## src/rtl/gps_sample_packer.sv

```systemverilog
// gps_sample_packer: packs 2-bit I/Q front-end samples into bytes.
// Two consecutive {I1,I0,Q1,Q0} nibbles form one byte. The first nibble goes
// in the upper half. A self-test counter pattern can replace the samples.
// Bytes are queued in a first-word-fall-through FIFO with valid/ready.
// Bytes that arrive while the FIFO is full are dropped and counted.
module gps_sample_packer #(
  parameter int FIFO_DEPTH = 8,
  parameter int DROP_W     = 8
) (
  input  logic                          GPS_CLK_16_368,
  input  logic                          RESET,
  input  logic                          GPS_I0,
  input  logic                          GPS_I1,
  input  logic                          GPS_Q0,
  input  logic                          GPS_Q1,
  input  logic                          SELF_TEST,
  output logic [7:0]                    BYTE_DATA,
  output logic                          BYTE_VALID,
  input  logic                          BYTE_READY,
  output logic [$clog2(FIFO_DEPTH):0]   FIFO_LEVEL,
  output logic                          OVERFLOW,
  output logic [DROP_W-1:0]             DROP_COUNT
);

  localparam int AW = $clog2(FIFO_DEPTH);
  localparam logic [AW:0] DEPTH_L = (AW+1)'(FIFO_DEPTH);

  logic          st_meta;
  logic          st_sync;
  logic          phase;
  logic          test_mode;
  logic [3:0]    test_cnt;
  logic [3:0]    high_nibble;
  logic          push_req;
  logic [7:0]    push_byte;

  logic [3:0]    sample_nibble;
  logic          cur_mode;
  logic [3:0]    cur_cnt;
  logic [3:0]    cur_nibble;

  logic [7:0]    mem [FIFO_DEPTH];
  logic [AW-1:0] wr_ptr;
  logic [AW-1:0] rd_ptr;
  logic          fifo_full;
  logic          do_pop;
  logic          do_write;
  logic          do_drop;

  // Bring the asynchronous self-test level into the GPS clock domain
  always_ff @(posedge GPS_CLK_16_368 or posedge RESET) begin
    if (RESET) begin
      st_meta <= 1'b0;
      st_sync <= 1'b0;
    end else begin
      st_meta <= SELF_TEST;
      st_sync <= st_meta;
    end
  end

  // Choose the nibble for this edge. The mode only changes on high-nibble edges.
  // Entering test mode starts the counter from zero.
  always_comb begin
    sample_nibble = {GPS_I1, GPS_I0, GPS_Q1, GPS_Q0};
    cur_mode      = phase ? test_mode : st_sync;
    cur_cnt       = (!phase && st_sync && !test_mode) ? 4'd0 : test_cnt;
    cur_nibble    = cur_mode ? cur_cnt : sample_nibble;
  end

  // Alternate high/low nibble capture and request a FIFO push once a byte is complete
  always_ff @(posedge GPS_CLK_16_368 or posedge RESET) begin
    if (RESET) begin
      phase       <= 1'b0;
      test_mode   <= 1'b0;
      test_cnt    <= 4'd0;
      high_nibble <= 4'd0;
      push_req    <= 1'b0;
      push_byte   <= 8'd0;
    end else begin
      phase    <= ~phase;
      test_cnt <= cur_mode ? cur_cnt + 4'd1 : 4'd0;
      if (!phase) begin
        test_mode   <= st_sync;
        high_nibble <= cur_nibble;
        push_req    <= 1'b0;
      end else begin
        push_byte <= {high_nibble, cur_nibble};
        push_req  <= 1'b1;
      end
    end
  end

  // FIFO control: a pop frees space for a push on the same edge, so a full FIFO with a pop still accepts the byte
  always_comb begin
    fifo_full = (FIFO_LEVEL == DEPTH_L);
    do_pop    = BYTE_VALID && BYTE_READY;
    do_write  = push_req && (!fifo_full || do_pop);
    do_drop   = push_req && fifo_full && !do_pop;
  end

  // The storage array has no reset because BYTE_DATA is gated by BYTE_VALID
  always_ff @(posedge GPS_CLK_16_368) begin
    if (do_write) begin
      mem[wr_ptr] <= push_byte;
    end
  end

  // Pointers wrap naturally. The extra level bit tells full from empty.
  always_ff @(posedge GPS_CLK_16_368 or posedge RESET) begin
    if (RESET) begin
      wr_ptr     <= '0;
      rd_ptr     <= '0;
      FIFO_LEVEL <= '0;
    end else begin
      if (do_write) begin
        wr_ptr <= wr_ptr + AW'(1);
      end
      if (do_pop) begin
        rd_ptr <= rd_ptr + AW'(1);
      end
      case ({do_write, do_pop})
        2'b10:   FIFO_LEVEL <= FIFO_LEVEL + (AW+1)'(1);
        2'b01:   FIFO_LEVEL <= FIFO_LEVEL - (AW+1)'(1);
        default: FIFO_LEVEL <= FIFO_LEVEL;
      endcase
    end
  end

  // Sticky overflow flag and saturating count of discarded bytes
  always_ff @(posedge GPS_CLK_16_368 or posedge RESET) begin
    if (RESET) begin
      OVERFLOW   <= 1'b0;
      DROP_COUNT <= '0;
    end else if (do_drop) begin
      OVERFLOW <= 1'b1;
      if (DROP_COUNT != {DROP_W{1'b1}}) begin
        DROP_COUNT <= DROP_COUNT + DROP_W'(1);
      end
    end
  end

  // Present the FIFO head, and force it to zero while the FIFO is empty
  always_comb begin
    BYTE_VALID = (FIFO_LEVEL != '0);
    BYTE_DATA  = BYTE_VALID ? mem[rd_ptr] : 8'd0;
  end

endmodule

```

## config.mk

```make
export PLATFORM = sky130hd
export DESIGN_NAME = gps_sample_packer
export DESIGN_NICKNAME = d
export VERILOG_FILES = /design/src/rtl/gps_sample_packer.sv
export SDC_FILE = /design/constraint.sdc
export NUM_CORES = 1
export LEC_CHECK = 0
export CAP_MARGIN = 0
export CELL_PAD_IN_SITES_DETAIL_PLACEMENT = 1
export CELL_PAD_IN_SITES_GLOBAL_PLACEMENT = 1
export CORE_MARGIN = 4
export CORE_UTILIZATION = 53
export DETAILED_ROUTE_END_ITERATION = 16
export PLACE_DENSITY = 0.95
export SLEW_MARGIN = 30
export SYNTH_ARGS = -nofsm -noshare
export SYNTH_HDL_FRONTEND = slang
export SYNTH_SLANG_ARGS = --single-unit
```

## constraint.sdc

```tcl
create_clock -name GPS_CLK_16_368 -period 7.9 [get_ports GPS_CLK_16_368]
set_input_delay 1.185 -clock GPS_CLK_16_368 [delete_from_list [all_inputs] [get_ports GPS_CLK_16_368]]
set_output_delay 1.185 -clock GPS_CLK_16_368 [all_outputs]
set_load 0.02 [all_outputs]
```

# Word level (Yosys, flattened, before mapping)
# Memories as Yosys holds them, arrays and structs flattened.
# Index checks and enable logic that the tools add are counted.
op_classes:
  n_addsub: 6
  n_mux: 9
  n_eq_ne: 4
  n_bitwise: 1
  reduce_logical: 14
ops:
  columns: ["operator", "n"]
  rows:
  - ["two-way mux 4 bit", 3]
  - ["adder 4 x 1 -> 4 bit, second input constant", 2]
  - ["adder 8 x 1 -> 8 bit, second input constant", 1]
  - ["two-way mux 8 bit", 1]
  - ["inequality test 8 bit, second input constant", 1]
  - ["one-hot mux 4 bit (2 select lines)", 1]
  - ["adder 3 x 1 -> 3 bit, second input constant", 2]
  - ["logical AND 1 bit", 6]
  - ["== test 4 bit, second input constant", 1]
  - ["zero test 1 bit", 4]
  - ["two-way mux 1 bit", 4]
  - ["nonzero test 4 bit", 1]
  - ["subtractor 4 x 1 -> 4 bit, second input constant", 1]
  - ["== test 2 x 1 -> 1 bit, second input constant", 1]
  - ["== test 2 bit, second input constant", 1]
  - ["AND reduction 2 bit", 1]
  - ["nonzero test 2 bit", 1]
  - ["logical OR 1 bit", 1]
  - ["NOT 1 bit", 1]
totals:
  register_bits: 40
  mem_count: 1
  input_bits: 8
  mem_bits_rw: 64
  output_inout_bits: 22
  elab_cells: 48
mem_list:
  columns: ["memory", "depth", "width", "read_ports", "rd_clocked_by_memory_dff", "wr", "line_no", "source"]
  rows:
  - ["mem", 8, 8, 1, 0, 1, "42", "logic [7:0] mem [FIFO_DEPTH];"]

# Logic depth before layout (Yosys ltp)
# Gate-level depths: netlist of run 1.
depth:
  word_depth: 6
  depth_mapped: 13
  mapped_depth_nobuf: 11

# Worst setup path before layout of run 1
# OpenSTA, ideal clock, no wires.
synth_timing:
  path_type: "in2reg"
  start: "input port BYTE_READY"
  end: "register FIFO_LEVEL[3]"
  setup_slack_ps: 4902
  setup_time_ps: 90
  n_path_buf: 1
  arrival_ps: 2908
  cell_stages: 7
  required_ps: 7810
  cell_sequence: "nand2b_1 -> o21ai_4 -> ha_1 -> clkbuf_1 -> or4b_2 -> a21o_1 -> o221ai_1"
synth_via:
  elab_chain_cells: 5
  word_cells_on_any_way: 7
  classes_between: "eq/ne: 2; mux: 1; reduce/logical: 4"
synth_rtl:
  columns: ["element", "line_no", "source"]
  rows:
  - ["from (decl)", "19", "input logic BYTE_READY,"]
  - ["logical AND 1 bit *", "96", "do_pop = BYTE_VALID && BYTE_READY;"]
  - ["logical OR 1 bit", "97", "do_write = push_req && (!fifo_full || do_pop);"]
  - ["logical AND 1 bit", "97", null]
  - ["== test 2 x 1 -> 1 bit or == test 2 bit (tied branches)", "121", "case ({do_write, do_pop})"]
  - ["one-hot mux 4 bit (2 select lines) or nonzero test 2 bit (tied branches)", null, null]
  - ["to (signal assigned)", "122", "2'b10: FIFO_LEVEL <= FIFO_LEVEL + (AW+1)'(1);"]
  - ["to (signal assigned)", "123", "2'b01: FIFO_LEVEL <= FIFO_LEVEL - (AW+1)'(1);"]
  - ["to (decl)", "20", "output logic [$clog2(FIFO_DEPTH):0] FIFO_LEVEL,"]
# Mark *: on every way between the ends. The rest lies on a longest branch, timed or not.
# A chain may end at the register's enable or synchronous reset.

# Worst setup path in the final report of run 1
layout_timing:
  start: "register rd_ptr[0]"
  end: "output port BYTE_DATA[7]"
layout_via:
  elab_chain_cells: 2
layout_rtl:
  columns: ["element", "line_no", "source"]
  rows:
  - ["from (decl)", "44", "logic [AW-1:0] rd_ptr;"]
  - ["from (signal assigned)", "119", "rd_ptr <= rd_ptr + AW'(1);"]
  - ["memory read (8 x 8 bit)", null, null]
  - ["two-way mux 8 bit", "145", "BYTE_DATA = BYTE_VALID ? mem[rd_ptr] : 8'd0;"]
  - ["to (decl)", "17", "output logic [7:0] BYTE_DATA,"]
# Every way passes these cells.

==> results.md, run 1 <==
- Outcome: complete, no violations
- Area of the multi-input gates: 1450 um2
- Pwr Total: about 1.7 mW
- Max-slew violation count: 0
- First-pass GRT wire length: 16300 um
- Area added between synthesis and finish: 13.3%
- Asr flop ratio synth: 38.5%
- Antenna violations before repair: 0
- Mapped Cells: ~320
- N_diodes: 0
- Dpl hpwl: 6860 um
- IR drop worst, VDD: 185 uV
- Avg WL per Cell: about 22 um
- # IOs: 30
- Setup crit start kind: flop
- Final Critical Period: 4040 ps
- Layout cells sized above 1: 15.1%
- Longest Clk Path Bufs: 2
- Row count: 33
- Vias in the first global route: approximately 3000
- Num CTS Buffers: 9
- Final Wtd Congestion: 0.831
- Largest net degree at the start of global routing: slightly above 40
- P per Cell Area: 341 nW/um2
- Starting Density: 54.6%
- Largest fanout on the critical path: 18
- Setup Viol. Count Final: 0
- Iter 0 DRT Violations: 160
- Highest clock rate: 247 MHz
- Final period util: 51.2%
- Die area: 10000 um2
- Register area share after synthesis: about two thirds
- Worst Path Required: 6710 ps
- Syn avg cell area: approximately 14 um2
- Final #Nets: 360
- Setup_tns: 0 ps
- GRT Util Overall: 21.5%
- Root buffer cell: clkbuf_8
- Seq. cell area: 2920 um2
- Clock Sinks: around 100
- Maxcap violations: 0
- Postcts setup bufs: 0
- Primary FF master, synth: edfxtp_1
- Post-synth EDFFs: 64
- Final Hold Fails: 0
- DRC violations left: 0
- Leak: 1.93 nW
- Setup crit end kind: output port
- Syn_nets: 331
- Critical path class: flop to output port
- CTS H-tree lvls: 3
- Total number of vias: 2680
- Post-DRT Antenna Nets: 0
- Clock Latency Late Sink: 370 ps
- Fillers: 776
- Hold Buf Count CTS: 0
- Synth Register Bits: 104
- Synth warn: 0
- Port Buffer Count: 29
- RSZ-0062 raised after global routing: false
- TritonCTS clock tree: done
- Clock skew: roughly 10 ps
- Mapped Area: approximately 4500 um2
- DR pass1 iterations: 4
- Post-layout util: 61.9%
- Critical path arrival: 2860 ps
- Least-Margin Pin Slew: 926 ps
- Vias per cell: 5.89
- Unique masters post-synth: 50
- # resized after CTS: 0
- DIE HEIGHT: 100 um
- Die width: 100 um
- Clk slew on worst S/H paths: 100 ps
- Hold Crit Class: flop to flop
- Routed WL: 9880 um
- Total gr overflow: 0
- Max-slew headroom at the worst pin: a little under two fifths
- Core area: 8220 um2
## worst max-delay path, cell delays in order, from the launching register on
cell	delay (ps)
dfrtp_1	790
buf_4	430
mux2i_1	150
a22o_1	260
nor3_1	200
clkdlybuf4s50_1	650
## final timing paths
kind	startpoint	end	slack [ps]	depth (start not counted)
worst max-delay path	rd_ptr[0]$_DFFE_PP0P_	BYTE_DATA[7]	3860	5
worst min-delay path	st_meta$_DFF_PP0_	st_sync$_DFF_PP0_	370	0
worst max register to register	FIFO_LEVEL[0]$_DFFE_PP0P_	FIFO_LEVEL[3]$_DFFE_PP0P_	4870	6
worst min register to register	st_meta$_DFF_PP0_	st_sync$_DFF_PP0_	370	0
max in group asynchronous	RESET	DROP_COUNT[1]$_DFFE_PP0P_	6280	3
min in group asynchronous	RESET	DROP_COUNT[6]$_DFFE_PP0P_	1250	3
## Yosys cell counts (6+ instances only)
cell type	n	share of area, %
edfxtp_1	64	43
dfrtp_1	40	22
mux2_2	23	5.8
mux2i_1	22	4.9
nor3_1	14	1.6
inv_1	11	0.92
nor2_1	11	0.92
o21ai_0	11	1.2
nor2b_1	9	1.3
o22ai_1	9	1.3
a22o_1	8	1.6
nand2_1	8	0.67
clkbuf_1	7	0.59
ha_1	7	2.0
xnor2_1	7	1.4
a21oi_1	6	0.67
nand2b_1	6	0.84
## routing by layer
layer	GRT usage [%]	vias to the layer above	wire length [um]
met5	0	-	0
met4	6.53	0	159
met3	4.59	12	294
met2	37.5	52	5210
met1	27.1	1374	4220
li1	-	1242	-
## power by group
group	switching [mW]	internal [mW]	total, mW
combinational	0.303	0.298	0.602
sequential	0.112	0.683	0.795
clock	0.181	0.156	0.337
total	0.596	1.14	1.73
## placed cells by master, fill, tap and decap left out, types with 9 or more instances in the layout
cell type,count
nor2_1,11
dfrtp_1,40
o22ai_1,9
clkbuf_8,10
nor2b_1,9
clkdlybuf4s50_1,29
o21ai_0,11
mux2i_1,22
mux2_2,23
nor3_1,11
edfxtp_1,64
inv_1,11
## stage by stage
| stage | setup WS (ps) | cells | area [um2] | hold WS [ps] |
|---|---|---|---|---|
| after floorplan | 4900 | 316 | 4490 | 331 |
| after global placement | 4250 | 439 | 4860 | 334 |
| after detailed placement | 3960 | 439 | 4880 | 347 |
| after CTS | 3840 | 455 | 5080 | 370 |
| after global routing | 3720 | 455 | 5080 | 400 |
| final | 3860 | 455 | 5080 | 365 |
## cells by family after synthesis
group                      share of synthesized area (%)
adders and majority gates                           1.95
and+or+nand+nor                                     9.37
xor gates and xnor gates                            1.95
AOI/OAI and AO/OA                                   7.42
buffers and inverters                               2.87
DFF                                                 65.2
muxes                                               11.3
## state kept, by name, summed over array words and instances (netlist names), 3 cells and up
signal and count:
mem 64, rd_ptr 3, test_cnt 4, FIFO_LEVEL 4
wr_ptr 3, high_nibble 4, DROP_COUNT 8, push_byte 8
## layout make-up
type / count / area share [%]
clock inverters: 6 / 1.33
repair buffers: 33 / 6.30
clock buffers: 10 / 2.71
flip-flops and latches: 104 / 57.5
multi-input cells: 184 / 28.5
inverters: 13 / 1.06
well taps: 105 / 2.58
(Power assumes the default switching activity.)
==> run 2: changes to the inputs <==
CORE_UTILIZATION = 44   (was 53)
PLACE_DENSITY = 0.86   (was 0.95)
clock period = 3.6 ns   (was 7.9 ns; I/O delays follow)
==> results.md, run 2 (synthesis gave the netlist of run 1 again) <==
- Outcome: complete, no violations
- Hold Buf Count CTS: 0
- # IOs: 30
- N_diodes: 0
- CTS H-tree lvls: 3
- Core area: 9860 um2
- Starting Density: 45.5%
- Hold Path Sink: st_sync$_DFF_PP0_
- Row count: 36
- Longest Clk Path Bufs: 2
- Placed insts: 471
- Setup crit end kind: output port
- Layout cells sized above 1: 15.5%
- Area after DPL: 4930 um2
- First-pass GRT wire length: 14800 um
- Largest fanout on the critical path: 34
- Fillers: 978
- Commonest non-fill, non-tap cell in the layout: edfxtp_1
- Final Wtd Congestion: 0.781
- Critical path's slowest cell: clkdlybuf4s50_1
- Critical path arrival: roughly 2400 ps
- Clock skew: between 10 and 15 ps
- Clk slew on worst S/H paths: 100 ps
- Largest net degree at the start of global routing: 35
- Hold Crit Class: flop to flop
- Port Buffer Count: 29
- Max reg flops: 64
- IR drop worst, VDD: 276 uV
- Max-slew headroom at the worst pin: between 50% and 60%
- Antenna violations before repair: 0
- Delay of the slowest critical-path stage: 660 ps
- Max-slew violation count: 0
- Final period util: 82.0%
- Commonest cells after routing, fill and taps aside: 64 x edfxtp_1, 40 x dfrtp_1, 29 x clkdlybuf4s50_1
- Reg2reg path depth: 9
- Routed WL: approximately 9000 um
- Top Registers: mem x64, DROP_COUNT x8, push_byte x8
- Total gr overflow: 0
- DRC violations left: 0
- Worst Min Path Start: st_meta$_DFF_PP0_
- # resized after CTS: 0
- Total number of vias: 2637
- DIE HEIGHT: 109 um
- Hold path depth: 0
- Area added between synthesis and finish: 13.9%
- Iter 0 DRT Violations: 116
- Vias per cell: about 5.4
- Final cell count without fillers: a little under 500
- Leak: 1.95 nW
- Final Hold Fails: 0
- Critical-path cell list: buf_4 > mux2i_1 > a22o_1 > nor3_1 > clkdlybuf4s50_1
- Worst Path Required: between 3000 and 4000 ps
- Clock Sinks: 104
- Avg WL per Cell: 18.7 um
- Setup Viol. Count Final: 0
- Root buffer cell: clkbuf_8
- Die area: between 10000 and 15000 um2
- Clock Latency Late Sink: 370 ps
- Num CTS Buffers: 9
- TritonCTS clock tree: done
- Final #Nets: 364
- R2r endpoint: FIFO_LEVEL[3]$_DFFE_PP0P_
- Highest clock rate: 339 MHz
- Pwr Total: between 3 and 4 mW
- Most flops, register: mem
- Postcts setup bufs: 0
- RSZ-0062 raised after global routing: false
- Hold Worst Slack: 373 ps
- Critical path class: flop to output port
- Setup_tns: 0 ps
- Dpl hpwl: 6510 um
- Post-DRT Antenna Nets: 0
- Least-Margin Pin Slew: roughly 730 ps
- P per Cell Area: 726 nW/um2
- Final instance area: between 5000 and 6000 um2
- Die width: 109 um
- GRT Util Overall: 16.6%
- Setup crit start kind: flop
- Reg2Reg Setup Slack: 690 ps
- DR pass1 iterations: 4
- Vias in the first global route: 2820
- Reg2reg start: FIFO_LEVEL[1]$_DFFE_PP0P_
- Final Critical Period: 2950 ps
- Maxcap violations: 0
## run 2: per-layer routing
layer | vias to the layer above | routed length (um) | part of all wire [%] | track usage, %
met1 | 1344 | 4050 | 45 | 20.5
met4 | 0 | 181 | 2.0 | 6.85
met2 | 26 | 4680 | 52 | 28.7
met5 | - | 0 | 0 | 0
li1 | 1254 | - | - | -
met3 | 13 | 175 | 1.9 | 3.02
## run 2: area by class of cell
class                           count  area (um2)  area share [%]
Sequential cell                   104        2920            57.2
Clock inverter                      7        56.3            1.10
Timing Repair Buffer               37         350            6.86
Tap cell                          133         166            3.26
Clock buffer                        9         124            2.43
Inverter                           13        53.8            1.05
Multi-Input combinational cell    184        1430            28.1
## run 2: worst max-delay path by stage
stage                                      to  cells after the start                 startpoint  slack (ps)
CTS                              BYTE_DATA[4]                      5      rd_ptr[0]$_DFFE_PP0P_         610
floorplan           FIFO_LEVEL[3]$_DFFE_PP0P_                     12  FIFO_LEVEL[1]$_DFFE_PP0P_         770
detailed placement  FIFO_LEVEL[3]$_DFFE_PP0P_                      7                 BYTE_READY         470
global route                     BYTE_DATA[2]                      5      rd_ptr[0]$_DFFE_PP0P_         470
finish                           BYTE_DATA[2]                      5      rd_ptr[0]$_DFFE_PP0P_         650
global placement    FIFO_LEVEL[3]$_DFFE_PP0P_                      7                 BYTE_READY         580
## run 2: worst max-delay path, delay by kind of cell (launching register included)
kind                   cells  cell delay, ps
buffers and inverters      2            1100
AO/OA/AOI/OAI              1             250
flip-flops                 1             340
multiplexers               1             150
AND/OR/NAND/NOR            1             190
## run 2: per-stage QoR
step                setup slack [ps]  util, %
floorplan                        774        -
global placement                 577     49.9
detailed placement               465     49.9
CTS                              612     51.8
global route                     470     51.8
finish                           649     51.8
## run 2: report_power, final
part	switching [mW]	leakage, nW	total [mW]	internal, mW
clock	0.413	0.0916	0.672	0.259
sequential	0.197	1.10	1.70	1.50
combinational	0.686	0.759	1.34	0.654
total	1.30	1.95	3.71	2.41
==> run 3: changes to the inputs <==
clock period = 2.7 ns   (was 3.6 ns; I/O delays follow)
==> results.md, run 3 (synthesis gave the netlist of run 1 again) <==
- Outcome: complete, no violations
- Worst Path Required: 2920 ps
- RSZ-0062 raised after global routing: false
- Area added between synthesis and finish: 16.7%
- CTS H-tree lvls: 3
- Max-slew violation count: 0
- Most flops, register: mem
- Setup crit end kind: flop
- Avg WL per Cell: 18.7 um
- Top Registers: mem x64, DROP_COUNT x8, push_byte x8
- Largest net degree at the start of global routing: between 40 and 50
- Final Hold Fails: 0
- Hold path depth: 0
- P per Cell Area: ~970 nW/um2
- Reg2reg start: FIFO_LEVEL[1]$_DFFE_PP0P_
- Dpl hpwl: 6520 um
- Max-slew headroom at the worst pin: 46.5%
- First-pass GRT wire length: 14900 um
- Core area: 9860 um2
- N_diodes: 0
- Final cell count without fillers: 492
- Iter 0 DRT Violations: 118
- Final Critical Period: 2480 ps
- Pwr Total: just over 5 mW
- Row count: 36
- Total number of vias: 2669
- DRC violations left: 0
- R2r endpoint: FIFO_LEVEL[3]$_DFFE_PP0P_
- Clock Latency Late Sink: 360 ps
- Die area: 11900 um2
- # IOs: 30
- Commonest non-fill, non-tap cell in the layout: edfxtp_1
- Setup Viol. Count Final: 0
- Leak: between 2 and 2.5 nW
- Antenna violations before repair: 0
- Starting Density: 45.5%
- Clock Sinks: 104
- Hold Crit Class: flop to flop
- Port Buffer Count: 29
- Maxcap violations: 0
- Highest clock rate: 402 MHz
- Root buffer cell: clkbuf_8
- IR drop worst, VDD: 340 uV
- TritonCTS clock tree: done
- Post-DRT Antenna Nets: 0
- Hold Buf Count CTS: 0
- DIE HEIGHT: 109 um
- Clock skew: 8.67 ps
- Vias in the first global route: 2830
- Die width: approximately 110 um
- Commonest cells after routing, fill and taps aside: 64 x edfxtp_1, 38 x dfrtp_1, 23 x mux2_2
- Final Wtd Congestion: roughly 0.8
- Placed insts: 476
- GRT Util Overall: between 10% and 20%
- Routed WL: 9210 um
- Hold Path Sink: st_sync$_DFF_PP0_
- Critical path arrival: 2710 ps
- Fillers: ~1000
- Setup_tns: 0 ps
- Clk slew on worst S/H paths: 110 ps
- Reg2Reg Setup Slack: approximately 220 ps
- Max reg flops: 64
- Longest Clk Path Bufs: 2
- Critical path class: flop to flop
- DR pass1 iterations: 4
- Reg2reg path depth: 6
- Least-Margin Pin Slew: between 700 and 800 ps
- Setup crit start kind: flop
- Final period util: 92.0%
- Worst Min Path Start: st_meta$_DFF_PP0_
- Largest fanout on the critical path: 10
- Layout cells sized above 1: about a fifth
- Total gr overflow: 0
- Post-layout util: a little over half
- Vias per cell: between 5 and 6
- Num CTS Buffers: 9
- Final #Nets: 369
-- run 3: cell type report --
| class | count | area (um2) | share of cell area, % |
|---|---|---|---|
| sequential | 104 | 2930 | 55.9 |
| multi-input combinational | 184 | 1480 | 28.2 |
| timing repair buffer | 42 | 420 | 8.03 |
| tap | 133 | 166 | 3.18 |
| clock buffer | 9 | 124 | 2.37 |
| clock inverter | 7 | 68.8 | 1.31 |
| inverter | 13 | 56.3 | 1.08 |
-- run 3: through the flow --
stage               cell area [um2]  setup WS, ps  hold WS, ps
finish                         5240           215          368
CTS                            5210          27.3          371
detailed placement             5010           109          347
global route                   5240          72.2          379
global placement               5010           168          334
floorplan                      4540          38.8          331
-- run 3: worst max path at each step --
stage,from,endpoint,slack (ps),cells after the start
floorplan,FIFO_LEVEL[2]$_DFFE_PP0P_,FIFO_LEVEL[3]$_DFFE_PP0P_,40,8
CTS,rd_ptr[1]$_DFFE_PP0P_,BYTE_DATA[1],30,4
finish,FIFO_LEVEL[1]$_DFFE_PP0P_,FIFO_LEVEL[3]$_DFFE_PP0P_,220,6
global placement,BYTE_READY,FIFO_LEVEL[3]$_DFFE_PP0P_,170,7
detailed placement,BYTE_READY,FIFO_LEVEL[3]$_DFFE_PP0P_,110,7
global route,FIFO_LEVEL[1]$_DFFE_PP0P_,FIFO_LEVEL[3]$_DFFE_PP0P_,70,6
-- run 3: report_power, final --
part / total, mW / internal (mW) / switching [mW]
Clock: 0.933 / 0.367 / 0.566
Sequential: 2.25 / 2.00 / 0.248
Combinational: 1.88 / 0.920 / 0.960
Total: 5.06 / 3.29 / 1.77
-- run 3: metal layers --
layer / track usage (%) / wire, um
met1: 20.6 / 3900
met2: 30.0 / 5000
met3: 2.37 / 173
met4: 6.04 / 134
met5: 0 / 0
-- run 3: worst max-delay path: stages (launching register included) --
cell	delay [ps]
dfrtp_2	490
or3_4	410
o21ai_4	200
ha_4	180
or3b_2	460
a2111oi_0	420
o221ai_1	190
-- run 3: what timing repair did --
item / in CTS / in global routing
pin swaps: 0 / 0
endpoints found under the setup margin: 8 / 8
gates resized for setup: 2 / 10
buffers inserted: 0 / 0
==> RTL change, RTL diff (config.mk and constraints of run 3) <==
Reset style: synchronous (`RESET`), changed in 4 clocked blocks. Comments in the files are not updated.
--- a/src/rtl/gps_sample_packer.sv
+++ b/src/rtl/gps_sample_packer.sv
@@ -48,7 +48,7 @@
   logic          do_drop;
 
   // Bring the asynchronous self-test level into the GPS clock domain
-  always_ff @(posedge GPS_CLK_16_368 or posedge RESET) begin
+  always_ff @(posedge GPS_CLK_16_368) begin
     if (RESET) begin
       st_meta <= 1'b0;
       st_sync <= 1'b0;
@@ -68,7 +68,7 @@
   end
 
   // Alternate high/low nibble capture and request a FIFO push once a byte is complete
-  always_ff @(posedge GPS_CLK_16_368 or posedge RESET) begin
+  always_ff @(posedge GPS_CLK_16_368) begin
     if (RESET) begin
       phase       <= 1'b0;
       test_mode   <= 1'b0;
@@ -106,7 +106,7 @@
   end
 
   // Pointers wrap naturally. The extra level bit tells full from empty.
-  always_ff @(posedge GPS_CLK_16_368 or posedge RESET) begin
+  always_ff @(posedge GPS_CLK_16_368) begin
     if (RESET) begin
       wr_ptr     <= '0;
       rd_ptr     <= '0;
@@ -127,7 +127,7 @@
   end
 
   // Sticky overflow flag and saturating count of discarded bytes
-  always_ff @(posedge GPS_CLK_16_368 or posedge RESET) begin
+  always_ff @(posedge GPS_CLK_16_368) begin
     if (RESET) begin
       OVERFLOW   <= 1'b0;
       DROP_COUNT <= '0;
Function: differs if RESET is asserted again (counterexample within 4 cycles, from zero or initial values and one cycle with RESET high); with RESET held inactive, the same outputs for 10 cycles.
==> RTL change against run 3 <==
Sequential cell count rose by 3; setup slack got worse by 0.0083 ns; synthesized area fell by 1.5%; routed wire length rose by 0.85%; non-clock buffer count did not move; global-route usage rose by 0.74 points; synthesized cell count rose by 4.7%; clock skew rose by 0.0024 ns; design area fell by 1.5%; hold slack improved by 0.096 ns.
Power is not compared: it rests on default switching activity, and its combinational part moved more than twofold at a synthesized area within 25%.
==> RTL change: results (changes against run 3) <==
Detailed routing
  – Wirelength per Cell: 18.5 um (-1.4%)
  – Post-DR vias/cell: 5.40 (-0.50%)
  – DRT iter0 DRCs: 186 (+58%)

Worst setup path
  – Worst endpoint data arrival time: 2.09 ns (-0.62 ns)
  – Crit-path leading delay family: buffers and inverters
  – CP peak stage delay: 0.64 ns (+0.15 ns)
  – Slowest-stage cell, CP: clkdlybuf4s50_1
  – Worst-path fanout max: 11 (+1)

Layout
  – Share of cells above drive strength 1: 0.143 (-0.0462)
  – Multi-input gates: 202 (+9.8%)
  – Final net count: 378 (+2.4%)
  – Final cell count without fillers: 503 (+2.2%)
  – Non-Clock Inverter Count: 3 (-10)
  – Multi-input gate share of total cell area: 0.299 (+0.0172)
  – Final instance area: 5160 um2 (-1.5%)
  – Seq area share: 0.540 (-0.0187)
  – Clock Network Area Fraction: 0.0466 (+0.00979)
  – Fillers: 1,009 (+3.0%)
  – Buffer share of cell area: 0.0801 (-0.000209)

GRT
  – Total GRT Usage: 0.175 (+0.00740)
  – Met2 Use GR: 0.321 (+0.0210)
  – Global-route wire length before repair: 15,500 um (+3.7%)
  – Largest net degree at the start of global routing: 25 (-39%)
  – Met3 GRT Util: 0.0352 (+0.0115)
  – Met1 Use GR: 0.213 (+0.00710)
  – Via count of the first global-routing pass: 2,966 (+4.8%)

CTS
  – Clk root buf: clkbuf_8

STA
  – Clock Skew: 0.0111 ns (+0.00243 ns)
  – Slew @ Worst Pin: 0.933 ns (+0.134 ns)

Placement
  – Worst slack at placement: 0.215 ns (+0.105 ns)
  – Placed cell count: 487 (+2.3%)
  – Placed Area: 4890 um2 (-2.4%)
  – Routability cong.: 0.731 (-8.3%)

Synth
  – Async SR Flop Fraction: 0 (-0.385)
  – Synth Register Bits: 107 (+2.9%)
  – Unique masters post-synth: 41 (-18%)
  – Post-Syn Instances: 331 (+4.7%)
  – Top post-synthesis cells by count: edfxtp_1 (64), dfxtp_1 (43), nor2_1 (41)
  – Mapped Nets: 344 (+3.9%)
  – Part of the Yosys area used for sequential elements: 0.629 (-0.0221)
  – Synth top area cells: edfxtp_1 (43%), dfxtp_1 (19%), mux4_2 (8.2%), mux2i_1 (4.3%), nor2_1 (3.5%)

Run status
  – Status: completed
-- RTL change: cell types whose count changed in the layout (fill, tap and decap cells not counted), sizes merged, moves of 8 or more --
cell          run 3  this run
dfxtp             0        43
dfrtp            40         0
nor2             12        41
mux2             25         1
mux4              0        16
inv              19         7
o22ai             9         0
a21oi             6        14
a22o              8         0
-- RTL change: repair_timing --
| item | 4_1_cts | 5_1_grt |
|---|---|---|
| cloned | 0 | 0 |
| setup endpoints to repair | 8 | 6 |
| hold buffers | 0 | 0 |
| hold endpoints to repair | 0 | 0 |
| setup buffers | 0 | 0 |
| gates resized for setup | 5 | 7 |
-- RTL change: logic make-up (layout without fill, tap and decap cells) --
family,Yosys count,after routing,share of synthesized area
AOI/OAI and AO/OA,37,37,0.0543
xor gates and xnor gates,7,7,0.0139
adders and majority gates,5,5,0.0142
buffers and inverters,22,61,0.0218
DFF,107,107,0.629
muxes,36,36,0.127
and+or+nand+nor,117,117,0.139
-- RTL change: worst paths after layout --
| path | end | start | cells past startpoint | slack, ns |
|---|---|---|---|---|
| max | BYTE_VALID | FIFO_LEVEL[0] | 4 | 0.21 |
| min | st_sync | st_meta | 1 | 0.46 |
| max reg2reg | FIFO_LEVEL[2] | FIFO_LEVEL[0] | 10 | 0.44 |
| min reg2reg | st_sync | st_meta | 1 | 0.46 |
-- RTL change: power groups by stage --
stage	Combinational, uW	Sequential, uW	Clock, uW
final	422	1820	1140
after global routing	463	1830	1230
after CTS	430	1820	1160
after detailed placement	425	1860	0
after global placement	406	1850	0
after floorplan	293	1830	0
-- RTL change: per-layer routing --
layer,share of wire,up-vias
met5,0,-
met3,0.028,4
met2,0.54,37
met4,0.0085,0
li1,-,1294
met1,0.42,1380
